File: src/rtl/autoconfig_master.sv
// autoconfig_master: Zorro II AutoConfig initiator at $E8xxxx; AUTOCONFIG_MASTER_LOW_NIBBLE_EN adds the $4A low-nibble base write
module autoconfig_master #(
  parameter logic [7:0]  BASE_START = 8'h20,
  parameter logic [7:0]  BASE_LIMIT = 8'hA0,
  parameter logic [15:0] TIMEOUT    = 16'd1023,
  parameter logic [2:0]  MAX_BOARDS = 3'd4
) (
  input  logic        i_clk,
  input  logic        i_reset,
  input  logic        i_start,
  output logic [22:0] o_address,
  output logic        o_as_n,
  output logic        o_uds_n,
  output logic        o_lds_n,
  output logic        o_rw,
  input  logic [3:0]  i_data_in,
  output logic [3:0]  o_data_out,
  output logic        o_data_oe,
  input  logic        i_dtack_n,
  output logic        o_busy,
  output logic        o_done,
  output logic [2:0]  o_board_count,
  output logic [2:0]  o_shutup_count,
  output logic [7:0]  o_last_base
);
`ifdef AUTOCONFIG_MASTER_LOW_NIBBLE_EN
  localparam logic LOW_NIB = 1'b1;
`else
  localparam logic LOW_NIB = 1'b0;
`endif
  typedef enum logic [3:0] {S_IDLE, S_RD_TYPE, S_RD_PROD, S_RD_FLAGS, S_RD_MFG, S_ALLOC, S_WR_BASE, S_WR_SHUT, S_NEXT, S_FINISH} state_t;
  typedef enum logic [2:0] {P_T0, P_T1, P_LATCH, P_REL, P_WAITHI} phase_t;
  state_t      r_state, w_state;
  phase_t      r_ph, w_ph;
  logic [1:0]  r_idx, w_idx, w_last_idx;
  logic        r_dt_s1, r_dt_s2;
  logic [15:0] r_tmo;
  logic [1:0]  r_zii;
  logic [2:0]  r_code;
  logic [8:0]  r_next_free;
  logic [7:0]  r_last_base;
  logic [2:0]  r_board_count, r_shutup_count;
  logic        w_bus, w_wr, w_lo, w_last, w_done_op, w_timeout, w_ok, w_full;
  logic [6:0]  w_off;
  logic [8:0]  w_size, w_align, w_base;
  assign w_bus      = r_state inside {S_RD_TYPE, S_RD_PROD, S_RD_FLAGS, S_RD_MFG, S_WR_BASE, S_WR_SHUT};
  assign w_wr       = r_state inside {S_WR_BASE, S_WR_SHUT};
  assign w_lo       = LOW_NIB & ~r_idx[0];
  assign w_last_idx = (r_state == S_RD_MFG) ? 2'd3 : (r_state == S_WR_SHUT) ? 2'd0 :
                      (r_state == S_WR_BASE) ? {1'b0, LOW_NIB} : 2'd1;
  assign w_last     = r_idx == w_last_idx;
  assign w_done_op  = w_bus && r_ph == P_WAITHI && r_dt_s2;
  assign w_timeout  = w_bus && r_ph == P_T1 && r_dt_s2 && r_tmo == TIMEOUT - 16'd1;
  assign w_size     = (r_code == 3'd0) ? 9'd128 : 9'd1 << (r_code - 3'd1);
  assign w_align    = (!LOW_NIB && w_size < 9'd16) ? 9'd16 : w_size;
  assign w_base     = (r_next_free + w_align - 9'd1) & ~(w_align - 9'd1);
  assign w_ok       = r_zii == 2'b11 && w_base + w_size <= {1'b0, BASE_LIMIT};
  assign w_full     = {1'b0, r_board_count} + {1'b0, r_shutup_count} == {1'b0, MAX_BOARDS};
  assign o_board_count  = r_board_count;
  assign o_shutup_count = r_shutup_count;
  assign o_last_base    = r_last_base;
  // State register: run state, bus phase and nibble index
  always_ff @(posedge i_clk) begin
    if (i_reset) begin
      r_state <= S_IDLE;
      r_ph    <= P_T0;
      r_idx   <= 2'd0;
    end else begin
      r_state <= w_state;
      r_ph    <= w_ph;
      r_idx   <= w_idx;
    end
  end
  // Next state: bus phase sequencing, nibble stepping, run control; a new state always starts at T0
  always_comb begin
    w_state = r_state;
    w_ph    = r_ph;
    w_idx   = r_idx;
    if (w_bus)
      case (r_ph)
        P_T0:    w_ph = P_T1;
        P_T1:    w_ph = r_dt_s2 ? P_T1 : P_LATCH;
        P_LATCH: w_ph = P_REL;
        P_REL:   w_ph = P_WAITHI;
        default: w_ph = r_dt_s2 ? P_T0 : P_WAITHI;
      endcase
    if (w_done_op) begin
      w_idx = r_idx + 2'd1;
      if (w_last) w_state = w_wr ? S_NEXT : state_t'(r_state + 4'd1);
    end
    if (w_timeout) w_state = S_FINISH;
    case (r_state)
      S_IDLE:   w_state = i_start ? S_RD_TYPE : S_IDLE;
      S_ALLOC:  w_state = w_ok ? S_WR_BASE : S_WR_SHUT;
      S_NEXT:   w_state = w_full ? S_FINISH : S_RD_TYPE;
      S_FINISH: w_state = S_IDLE;
      default:  ;
    endcase
    if (w_state != r_state) begin
      w_ph  = P_T0;
      w_idx = 2'd0;
    end
  end
  // Word offset (A7:A1) of the register addressed by the current nibble
  always_comb begin
    w_off = 7'h00;
    case (r_state)
      S_RD_TYPE:  w_off = {5'h00, r_idx};
      S_RD_PROD:  w_off = 7'h02 + {5'h00, r_idx};
      S_RD_FLAGS: w_off = 7'h04 + {5'h00, r_idx};
      S_RD_MFG:   w_off = 7'h08 + {5'h00, r_idx};
      S_WR_BASE:  w_off = 7'h24 + {6'h00, w_lo};
      S_WR_SHUT:  w_off = 7'h26;
      default:    w_off = 7'h00;
    endcase
  end
  // Bus outputs decoded from state and phase; strobes low only in T1 and the latch cycle
  always_comb begin
    o_as_n     = !(w_bus && (r_ph == P_T1 || r_ph == P_LATCH));
    o_uds_n    = o_as_n;
    o_lds_n    = 1'b1;
    o_rw       = !w_wr;
    o_data_oe  = w_wr && r_ph != P_WAITHI;
    o_data_out = (r_state == S_WR_BASE) ? (w_lo ? r_last_base[3:0] : r_last_base[7:4]) : 4'h0;
    o_address  = w_bus ? {16'hE800, w_off} : 23'h0;
    o_busy     = r_state != S_IDLE && r_state != S_FINISH;
    o_done     = r_state == S_FINISH;
  end
  // Datapath: DTACK synchroniser, timeout counter, type capture, allocator and counters
  always_ff @(posedge i_clk) begin
    if (i_reset) begin
      r_dt_s1        <= 1'b1;
      r_dt_s2        <= 1'b1;
      r_tmo          <= 16'd0;
      r_zii          <= 2'd0;
      r_code         <= 3'd0;
      r_next_free    <= {1'b0, BASE_START};
      r_last_base    <= 8'h00;
      r_board_count  <= 3'd0;
      r_shutup_count <= 3'd0;
    end else begin
      r_dt_s1 <= i_dtack_n;
      r_dt_s2 <= r_dt_s1;
      r_tmo   <= (r_ph == P_T0) ? 16'd0 : r_tmo + 16'd1;
      if (r_state == S_RD_TYPE && r_ph == P_LATCH && r_idx[0]) r_code <= i_data_in[2:0];
      if (r_state == S_RD_TYPE && r_ph == P_LATCH && !r_idx[0]) r_zii <= i_data_in[3:2];
      if (r_state == S_IDLE && i_start) begin
        r_next_free    <= {1'b0, BASE_START};
        r_last_base    <= 8'h00;
        r_board_count  <= 3'd0;
        r_shutup_count <= 3'd0;
      end
      if (r_state == S_ALLOC && w_ok) begin
        r_next_free <= w_base + w_size;
        r_last_base <= w_base[7:0];
      end
      if (w_done_op && w_last && r_state == S_WR_BASE) r_board_count <= r_board_count + 3'd1;
      if (w_done_op && r_state == S_WR_SHUT) r_shutup_count <= r_shutup_count + 3'd1;
    end
  end
endmodule

File: config.mk
export PLATFORM = sky130hd
export DESIGN_NAME = autoconfig_master
export DESIGN_NICKNAME = d
export VERILOG_FILES = /design/src/rtl/autoconfig_master.sv
export SDC_FILE = /design/constraint.sdc
export NUM_CORES = 1
export LEC_CHECK = 0
export CAP_MARGIN = 20
export CORE_ASPECT_RATIO = 0.5
export CORE_UTILIZATION = 53
export CTS_CLUSTER_DIAMETER = 30
export DETAILED_ROUTE_END_ITERATION = 10
export GPL_TIMING_DRIVEN = 0
export HOLD_SLACK_MARGIN = 0.06
export PLACE_DENSITY = 0.77
export SYNTH_ARGS = -nofsm -noshare
export SYNTH_HDL_FRONTEND = slang
export SYNTH_SLANG_ARGS = --single-unit
export TNS_END_PERCENT = 1
File: constraint.sdc
create_clock -name i_clk -period 8.25 [get_ports i_clk]
set_clock_uncertainty 0.1 [all_clocks]
set_input_delay 1.65 -clock i_clk [delete_from_list [all_inputs] [get_ports i_clk]]
set_output_delay 1.65 -clock i_clk [all_outputs]
set_load 0.02 [all_outputs]
After elaboration in Yosys (flattened, before gate mapping)
Cells that the tools add are included.
- register bits: 55
- input port bits: 8
- output and inout port bits: 48
- word-level logic and storage cells: 109
- add/subtract/negate cells: 14
- order comparisons: 2
- eq/ne operators: 20
- shift-type cells: 1
- multiplexer cells: 26
- bitwise logic cells: 2
- reduce and logical (&&, ||, !) cells: 32
- operator list (cell ; number):
    9-bit two-way mux ; 4
    6-bit case mux with 6 select lines ; 1
    4-bit two-way mux ; 6
    23-bit two-way mux ; 1
    4-bit by 3-bit == test with 1-bit output (second input constant) ; 5
    9-bit adder ; 2
    9-bit by 1-bit subtractor with 9-bit output (second input constant) ; 2
    1-bit logical AND ; 17
    16-bit by 1-bit adder with 16-bit output (second input constant) ; 1
    16-bit by 10-bit == test with 1-bit output (second input constant) ; 1
    8-bit two-way mux ; 2
    4-bit case mux with 4 select lines ; 1
    3-bit two-way mux ; 4
    3-bit case mux with 4 select lines ; 1
    9-bit AND ; 1
    9-bit by 8-bit <= comparator with 1-bit output (second input constant) ; 1
    9-bit by 5-bit < comparator with 1-bit output (second input constant) ; 1
    9-bit NOT ; 1
    1-bit by 3-bit << shifter with 9-bit output (first input constant) ; 1
    4-bit by 2-bit == test with 1-bit output (second input constant) ; 2
    4-bit == test (second input constant) ; 2
    2-bit nonzero test ; 4
    3-bit by 1-bit adder with 3-bit output (second input constant) ; 2
    3-bit by 2-bit == test with 1-bit output (second input constant) ; 2
    other kinds (24) ; 32

Logic depth before layout (Yosys ltp)
Gate-level depths: netlist of run 1.
- depth after elaboration: 15
- gate-level depth with buffers: 20
- gate-level depth less buffers: 17

Least setup slack after synthesis of run 1
Ideal clock, no wire load.
- path type: register to register
- from: register r_code[2]
- to: register r_next_free[7]
- library setup time: 116 ps
- arrival time: 3942 ps
- data required time: 8034 ps
- slack: 4092 ps
- stages on the path, launching flop included: 20
- buffers on the path: 2
- clock period less this slack: 4158 ps
- cell sequence: dfxtp_1 clkbuf_1 nand2_1 or2_2 ha_1 inv_1 ha_1 a21oi_1 o21ai_0 xnor2_1 a211oi_1 ha_1 or2_2 a21oi_1 a31oi_1 xnor3_1 a2111o_1 buf_6 and4_4 a41o_1
- word-level cells in the longest chain between the ends: 13
- elaborated cells on any way between the ends: 17
- those cells by class: add/sub: 5; order compare: 2; shift: 1; mux: 3; bitwise: 2; reduce/logical: 4
- ends and longest elaborated chain (element ; RTL line ; text):
    from (decl) ; 39 ; logic [2:0] r_code;
    from (signal assigned) ; 145 ; if (r_state == S_RD_TYPE && r_ph == P_LATCH && r_idx[0]) r_code <= i_data_in[2:0];
    3-bit by 1-bit subtractor with 3-bit output ; 54 ; assign w_size = (r_code == 3'd0) ? 9'd128 : 9'd1 << (r_code - 3'd1);
    1-bit by 3-bit << shifter with 9-bit output ; 54 ;
    9-bit two-way mux (*) ; 54 ;
    9-bit by 5-bit < comparator with 1-bit output ; 55 ; assign w_align = (!LOW_NIB && w_size < 9'd16) ? 9'd16 : w_size;
    9-bit two-way mux ; 55 ;
    9-bit adder or 9-bit by 1-bit subtractor with 9-bit output (tied branches) ; 56 ; assign w_base = (r_next_free + w_align - 9'd1) & ~(w_align - 9'd1);
    9-bit by 1-bit subtractor with 9-bit output or 9-bit NOT (tied branches) ; 56 ;
    9-bit AND ; 56 ;
    9-bit adder (*) ; 57, 154 ;
    9-bit by 8-bit <= comparator with 1-bit output ; 57 ; assign w_ok = r_zii == 2'b11 && w_base + w_size <= {1'b0, BASE_LIMIT};
    1-bit logical AND ; 57 ;
    1-bit logical AND ; 153 ; if (r_state == S_ALLOC && w_ok) begin
    9-bit two-way mux or 2-bit nonzero test (tied branches) ; n/a ;
    to (signal assigned) ; 137 ; r_next_free <= {1'b0, BASE_START};
    to (signal assigned) ; 148 ; r_next_free <= {1'b0, BASE_START};
    to (signal assigned) ; 154 ; r_next_free <= w_base + w_size;
    to (decl) ; 40 ; logic [8:0] r_next_free;
Every way passes the cells marked *; elsewhere a longest branch is shown, timed or not.
A chain may end at the register's enable or synchronous reset.

Worst setup path in the final report of run 1
- from: register r_state[0]
- to: output port o_uds_n
- word-level cells in the longest chain between the ends: 4
- elaborated cells on any way between the ends: 9
- those cells by class: eq/ne: 6; reduce/logical: 3
- ends and longest elaborated chain (element ; RTL line ; text):
    from (decl) ; 33 ; state_t r_state, w_state;
    from (signal assigned) ; 69 ; r_state <= w_state;
    4-bit by 1-bit == test with 1-bit output (tied with other cells) ; 46 ; assign w_bus = r_state inside {S_RD_TYPE, S_RD_PROD, S_RD_FLAGS, S_RD_MFG, S_WR_BASE, S_WR_SHUT};
    6-bit nonzero test (*) ; 46 ;
    net w_bus ; 43 ; logic w_bus, w_wr, w_lo, w_last, w_done_op, w_timeout, w_ok, w_full;
    1-bit logical AND (*) ; 119 ; o_as_n = !(w_bus && (r_ph == P_T1 || r_ph == P_LATCH));
    1-bit logical NOT (*) ; 119 ;
    to (decl) ; 13 ; output logic o_uds_n,
The timed path passes the listed nets; every way through them passes the cells marked *.

==> impl_metrics.py, run 1 <==
metrics = {
    "status": {
        "outcome": "completed",
    },
    "layout": {
        "seqCellArea_um2": 1100,
        "utilization_pct": 66.0,
        "fillers": 658,
        "fin_nets": 633,
        "area_delta_synth_final_pct": 17.7,
        "layout-drive-gt1-share_pct": 10.5,
        "antennaDiodeCount": 0,
        "stdcell_count": 698,
        "final_area_um2": 4940,
        "multiInputGateArea_um2": 2730,
    },
    "synthesis": {
        "yosysWarnings": 0,
        "ys.flop_type": "dfxtp_1",
        "ys_ff_latch": 55,
        "ys_seq_area_share_pct": 26.2,
        "syn_area_per_cell_um2": 8.00,
        "postSynth.asyncResetShare_pct": 0,
        "synthesis.area_um2": 4200,
        "synth_cell_types": 74,
        "synth_edf_count": 0,
        "syn_inst": 525,
    },
    "place": {
        "gp_congestion": 0.932,
        "place.port_buffers": 39,
        "dpl_cell_area_um2": 4790,
        "hpwl_um": 7760,
        "dp_cells": 690,
    },
    "clock_tree": {
        "cts_root_buf": "clkbuf_16",
        "cts-resized-gates": 0,
        "cts_buffer_depth": 2,
        "cts_tree": "done",
        "clock_latency_ns": 0.30,
        "clkSlewWorstSetupHoldPaths_ns": 0.07,
        "cts_made_buffers": 5,
        "post-cts-setup-buffers": 0,
        "cts.sinks": 55,
        "htree_levels": 2,
        "postCtsHoldBufs": 0,
    },
    "critical_path": {
        "endpoint_kind": "output port",
        "worstPathRequired_ns": 6.50,
        "r2r_cells": 20,
        "r2r_slack_ns": 3.46,
        "timing.rr.start": "r_code[2]",
        "timing.rr.end": "r_next_free[4]",
        "crit_type": "reg -> out",
        "worstPathMaxFanout": 13,
        "critical_path_arrival_ns": 3.67,
        "cp-start-kind": "flip-flop",
    },
    "detailed_routing": {
        "topRoutingLayerUsed": "met4",
        "wl_per_cell_um": 14.4,
        "routed_wl_um": 10100,
        "drt_first_pass_iters": 5,
        "drt-vias-per-instance": 5.64,
        "drtAntennaViolNets": 0,
        "met2_length_um": 4840,
        "route.vias.total": 3938,
        "wl_met3_um": 440,
        "wl_met1_um": 4680,
        "drc": 0,
        "dr.first_iter.drc_count": 264,
    },
    "global_route": {
        "grt_pass1_wl_um": 16700,
        "grt_antenna_before_repair": 0,
        "grtUsageTotal_pct": 25.4,
        "grt_max_degree": 19,
        "gr-total-overflow": 0,
        "grt_pass1_vias": 3621,
    },
    "hold_path": {
        "worstHoldPathCells": 1,
        "hold_end": "r_dt_s2",
        "holdCritStartpoint": "r_dt_s1",
        "hold_class": "reg -> reg",
    },
    "sta": {
        "slew_headroom_pct": 33.2,
        "fmax_mhz": 184,
        "finalSetupViolations": 0,
        "finalHoldViolCount": 0,
        "grt_setup_unrepaired": "no",
        "tightest_slew_ns": 0.993,
        "holdWs_ns": 0.327,
        "timing.final.crit_period_ns": 5.42,
        "drv_slew": 0,
        "fin_tns_setup_ns": 0,
        "finalCritPeriodShare_pct": 65.7,
    },
    "power_and_ir_drop": {
        "power.leakage_nw": 2.05,
        "irDropWorstVdd_v": 0.0000710,
        "powerDensity_nw_per_um2": 118,
    },
    "floorplanning": {
        "core.rowCount": 22,
        "dieArea_um2": 8310,
        "die_y_um": 65.0,
        "start_util_pct": 56.1,
        "die_w_um": 128,
        "ioPinCount": 56,
        "coreArea_um2": 7490,
    },
    "flow_run": {
        "drv_cap": 0,
    },
}
## flip-flops by register name, indices dropped and copies added, names as in the netlist
name	flops
o_board_count	3
o_last_base	8
o_shutup_count	3
r_code	3
r_dt_s1	1
r_dt_s2	1
r_idx	2
r_next_free	9
r_ph	3
r_state	4
r_tmo	16
r_zii	2
## metrics by stage
step	power (mW)	setup slack (ns)
2_1_floorplan	0.345	4.09
3_3_place_gp	0.369	3.26
3_5_place_dp	0.370	3.21
4_1_cts	0.584	2.86
5_1_grt	0.608	2.58
6_report	0.582	2.83
## cell type report
type,instances,share of cell area (%)
Multi-Input combinational cell,401,55.2
Sequential cell,55,22.3
Timing Repair Buffer,39,7.89
Buffer,51,6.10
Inverter,36,2.73
Tap cell,108,2.73
Clock buffer,5,2.53
Clock inverter,3,0.506
## worst max-delay path: stages (launching register included)
cell             delay, ns
dfxtp_1               0.37
clkbuf_1              0.37
inv_1                 0.25
ha_1                  0.26
clkbuf_2              0.20
nor2_1                0.47
a21oi_1               0.19
clkbuf_1              0.34
nand3b_1              0.21
buf_4                 0.12
clkdlybuf4s50_1       0.58
## report_power, final
group / internal (mW) / switching (mW) / leakage [nW]
clock: 0.114 / 0.102 / 0.0700
sequential: 0.267 / 0.00169 / 0.444
combinational: 0.0383 / 0.0586 / 1.54
## per-layer routing
metal  up-vias  global-route usage [%]
li1       1974                       -
met1      1864                    30.2
met2        86                    46.7
met3        14                    4.38
met4         0                    8.53
met5         -                       0
## worst max path at each step
stage                     startpoint        endpoint  slack [ns]  cells after the start
after CTS                 r_state[0]         o_uds_n        2.86                     10
final                     r_state[0]         o_uds_n        2.83                     10
after floorplan            r_code[2]  r_next_free[7]        4.09                     19
after global routing      r_state[0]         o_uds_n        2.58                     10
after global placement    r_state[0]         o_uds_n        3.26                     10
after detailed placement  r_state[0]         o_uds_n        3.21                     10
## cell usage after synthesis, types with 3 or more instances
master    number  share of area, %
o21a_1         4              0.71
nor4_1         5              0.74
or4_1          3              0.54
a21oi_1       34               4.0
nand3b_1       3              0.54
nor3b_1        5              0.89
nand4_1       22               3.3
inv_1         35               3.1
clkbuf_1      20               1.8
nor3_1        10               1.2
mux2i_1       12               2.9
a211oi_1       5              0.89
nand2_1       31               2.8
xnor2_1        6               1.3
ha_1          33               9.8
nand2b_1       5              0.74
nand3_1       21               2.5
a41o_1         3              0.71
and3_1        10               1.5
o21ai_1        6              0.71
buf_4         21               3.8
and2_1         4              0.60
or3_1          9               1.3
nor2b_1        4              0.60
o211ai_1       5              0.89
nor2_1        48               4.3
fa_1           3               1.4
buf_2          6              0.71
or2_2          9               1.3
o21ai_0       17               2.0
xor2_1        13               2.7
a21o_1         5              0.89
buf_6          3              0.80
nor4b_1        3              0.63
dfxtp_1       55                26
## cell usage in the layout, fill, tap and decap left out, types with 9 or more instances in the layout
master           count
nand3_1             21
clkdlybuf4s50_1     39
buf_4               21
nor3_1              10
nand4_1             22
nand2_1             31
or2_2                9
a21oi_1             34
inv_1               35
and3_1              10
clkbuf_1            20
nor2_1              48
conb_1              20
o21ai_0             17
or3_1                9
xor2_1              13
mux2i_1             12
ha_1                33
dfxtp_1             55
## logic make-up after synthesis
family | share of synthesized area, %
AOI/OAI and AO/OA | 17.8
xor gates and xnor gates | 4.50
adders and majority gates | 11.3
buffers and inverters | 10.4
DFF | 26.2
muxes | 3.39
other | 0.179
and+or+nand+nor | 26.2
Note: power is estimated with default switching activity, not from simulation.
==> run 2: changes to the inputs <==
CORE_UTILIZATION = 51   (was 53)
PLACE_DENSITY = 0.78   (was 0.77)
clock period = 4.9 ns   (was 8.25 ns; I/O delays follow)
==> run 2 against run 1 <==
Against the previous run: combinational power increased by 68%; cell count did not move; worst hold slack lost 0.010 ns; via count shrank 1.4%; sequential share of layout area about the same; die area is 3.8% higher; worst setup slack got worse by 2.5 ns; flip-flop and latch count unchanged; largest cell class unchanged.
==> impl_metrics.py, run 2 (synthesis results as in run 1) <==
metrics = {
    "sta": {
        "finalCritPeriodShare_pct": 93.8,
        "drv_slew": 0,
        "finalSetupViolations": 0,
        "finalHoldViolCount": 0,
        "fmax_mhz": 218,
        "grt_setup_unrepaired": "no",
        "timing.final.crit_period_ns": 4.60,
        "timing.final.ws_setup_ns": 0.303,
        "tightest_slew_ns": 0.915,
        "slew_headroom_pct": 38.5,
        "fin_tns_setup_ns": 0,
    },
    "detailed_routing": {
        "drt-vias-per-instance": 5.56,
        "wl_per_cell_um": 14.1,
        "drc": 0,
        "drt_first_pass_iters": 5,
        "topRoutingLayerUsed": "met4",
        "met2_length_um": 4380,
        "drtAntennaViolNets": 0,
        "dr.first_iter.drc_count": 276,
        "wl_met1_um": 4850,
        "route.vias.total": 3882,
        "routed_wl_um": 9860,
        "wl_met3_um": 495,
    },
    "power_and_ir_drop": {
        "irDropWorstVdd_v": 0.000141,
        "powerDensity_nw_per_um2": 198,
        "power.leakage_nw": 2.06,
        "finalPower_mw": 0.980,
    },
    "floorplanning": {
        "dieArea_um2": 8630,
        "die_w_um": 130,
        "start_util_pct": 54.9,
        "die_y_um": 66.2,
        "core.rowCount": 22,
        "coreArea_um2": 7650,
        "ioPinCount": 56,
    },
    "global_route": {
        "grt_antenna_before_repair": 0,
        "grt_max_degree": 18,
        "grt_pass1_vias": 3394,
        "grtUsageTotal_pct": 24.2,
        "gr-total-overflow": 0,
        "grt_pass1_wl_um": 16300,
    },
    "critical_path": {
        "endpoint_kind": "flip-flop",
        "worstPathMaxFanout": 10,
        "critical-path-slowest-cell": "or3_1",
        "crit_type": "reg -> reg",
        "worstPathRequired_ns": 4.98,
        "crit_family": "compound AO/OA/AOI/OAI gates",
        "crit_buf_inv": 5,
        "critical_path_arrival_ns": 4.68,
        "cp-start-kind": "flip-flop",
        "crit_path_frequent_cell": "ha_1",
        "path_cells": "clkbuf_2, or3_1, nand2_1, ha_1, inv_1, ha_1, a21oi_1, xnor2_1, nor3_1, ha_1, buf_2, nor3b_1, a221oi_1, o311ai_1, a21o_1, a2111o_1, buf_6, buf_2, nand4_1, o41ai_2",
        "critPathMaxStageDelay_ns": 0.42,
    },
    "layout": {
        "final_cell_mix": "dfxtp_1 (55), nor2_1 (47), clkdlybuf4s50_1 (39)",
        "layout-drive-gt1-share_pct": 11.0,
        "area_delta_synth_final_pct": 17.8,
        "fin_nets": 633,
        "final_area_um2": 4950,
        "regMostFlops": "r_tmo",
        "largest_register_ffs": 16,
        "antennaDiodeCount": 0,
        "layout_commonest_cell": "dfxtp_1",
    },
    "clock_tree": {
        "postCtsHoldBufs": 0,
        "htree_levels": 2,
        "post-cts-setup-buffers": 0,
        "clock_latency_ns": 0.30,
        "clkSlewWorstSetupHoldPaths_ns": 0.07,
        "cts_tree": "done",
        "cts_root_buf": "clkbuf_16",
        "cts_buffer_depth": 2,
        "cts_made_buffers": 5,
        "cts.sinks": 55,
    },
    "place": {
        "place.port_buffers": 39,
        "gp_congestion": 0.904,
        "dpl_cell_area_um2": 4790,
        "hpwl_um": 7560,
        "post-place-ws_ns": 0.112,
    },
    "status": {
        "outcome": "completed",
    },
    "hold_path": {
        "hold_class": "reg -> reg",
    },
    "flow_run": {
        "drv_cap": 0,
    },
}
## run 2: changes by cell type in the layout (fill, tap and decap cells not counted)
cell,previous run,this run
clkinv_4,2,0
nor2_1,48,47
clkbuf_1,20,19
nor2_2,0,1
clkbuf_2,1,3
a211oi_2,1,2
a211oi_1,5,4
inv_6,0,1
## run 2: timing repair
item | CTS | global route
hold endpoints to repair | 0 | 0
endpoints found under the setup margin | 0 | 22
gates resized for setup | 0 | 6
## run 2: stage by stage
| step | hold slack, ns | util (%) | cells |
|---|---|---|---|
| floorplan | 0.289 | - | 543 |
| global placement | 0.293 | 62.7 | 690 |
| detailed placement | 0.299 | 62.7 | 690 |
| CTS | 0.319 | 64.6 | 698 |
| global route | 0.333 | 64.7 | 698 |
| finish | 0.317 | 64.7 | 698 |
## run 2: worst reg2reg max path, cell delays in order, from the launching register on
cell	delay (ns)
dfxtp_1	0.31
clkbuf_2	0.17
or3_1	0.42
nand2_1	0.13
ha_1	0.23
inv_1	0.06
ha_1	0.24
a21oi_1	0.21
xnor2_1	0.11
nor3_1	0.27
ha_1	0.29
buf_2	0.17
nor3b_1	0.15
a221oi_1	0.21
o311ai_1	0.21
a21o_1	0.24
a2111o_1	0.43
buf_6	0.15
buf_2	0.18
nand4_1	0.12
o41ai_2	0.08
## run 2: area by class of cell
type	count	area, µm²
well taps	108	135
multi-input cells	401	2740
flip-flops and latches	55	1100
clock inverters	2	16.3
inverters	36	135
repair buffers	39	390
plain buffers	51	304
fillers	721	2700
clock buffers	6	129
## run 2: power by group
| group | leakage, nW | internal [mW] | total, mW | switching, mW |
|---|---|---|---|---|
| registers | 0.444 | 0.450 | 0.453 | 0.00317 |
| clock network | 0.0675 | 0.192 | 0.364 | 0.172 |
| logic | 1.55 | 0.0647 | 0.163 | 0.0980 |
| total | 2.06 | 0.707 | 0.980 | 0.273 |
## run 2: final timing paths
path	end	slack, ns	from	cells after the start
setup / recovery	r_next_free[4]	0.30	r_code[1]	20
hold / removal	r_dt_s2	0.32	r_dt_s1	1
setup reg to reg	r_next_free[4]	0.30	r_code[1]	20
hold reg to reg	r_dt_s2	0.32	r_dt_s1	1
## run 2: per-layer routing
layer,GRT usage (%),vias up
li1,-,1971
met1,33.4,1795
met2,38.8,103
met3,4.13,13
met4,6.90,0
met5,0,-
==> run 3: changes to the inputs <==
SLEW_MARGIN = 20   (was unset)
==> results of run 3 <==
No change in the layout: final DEF, timing and power equal those of run 2.
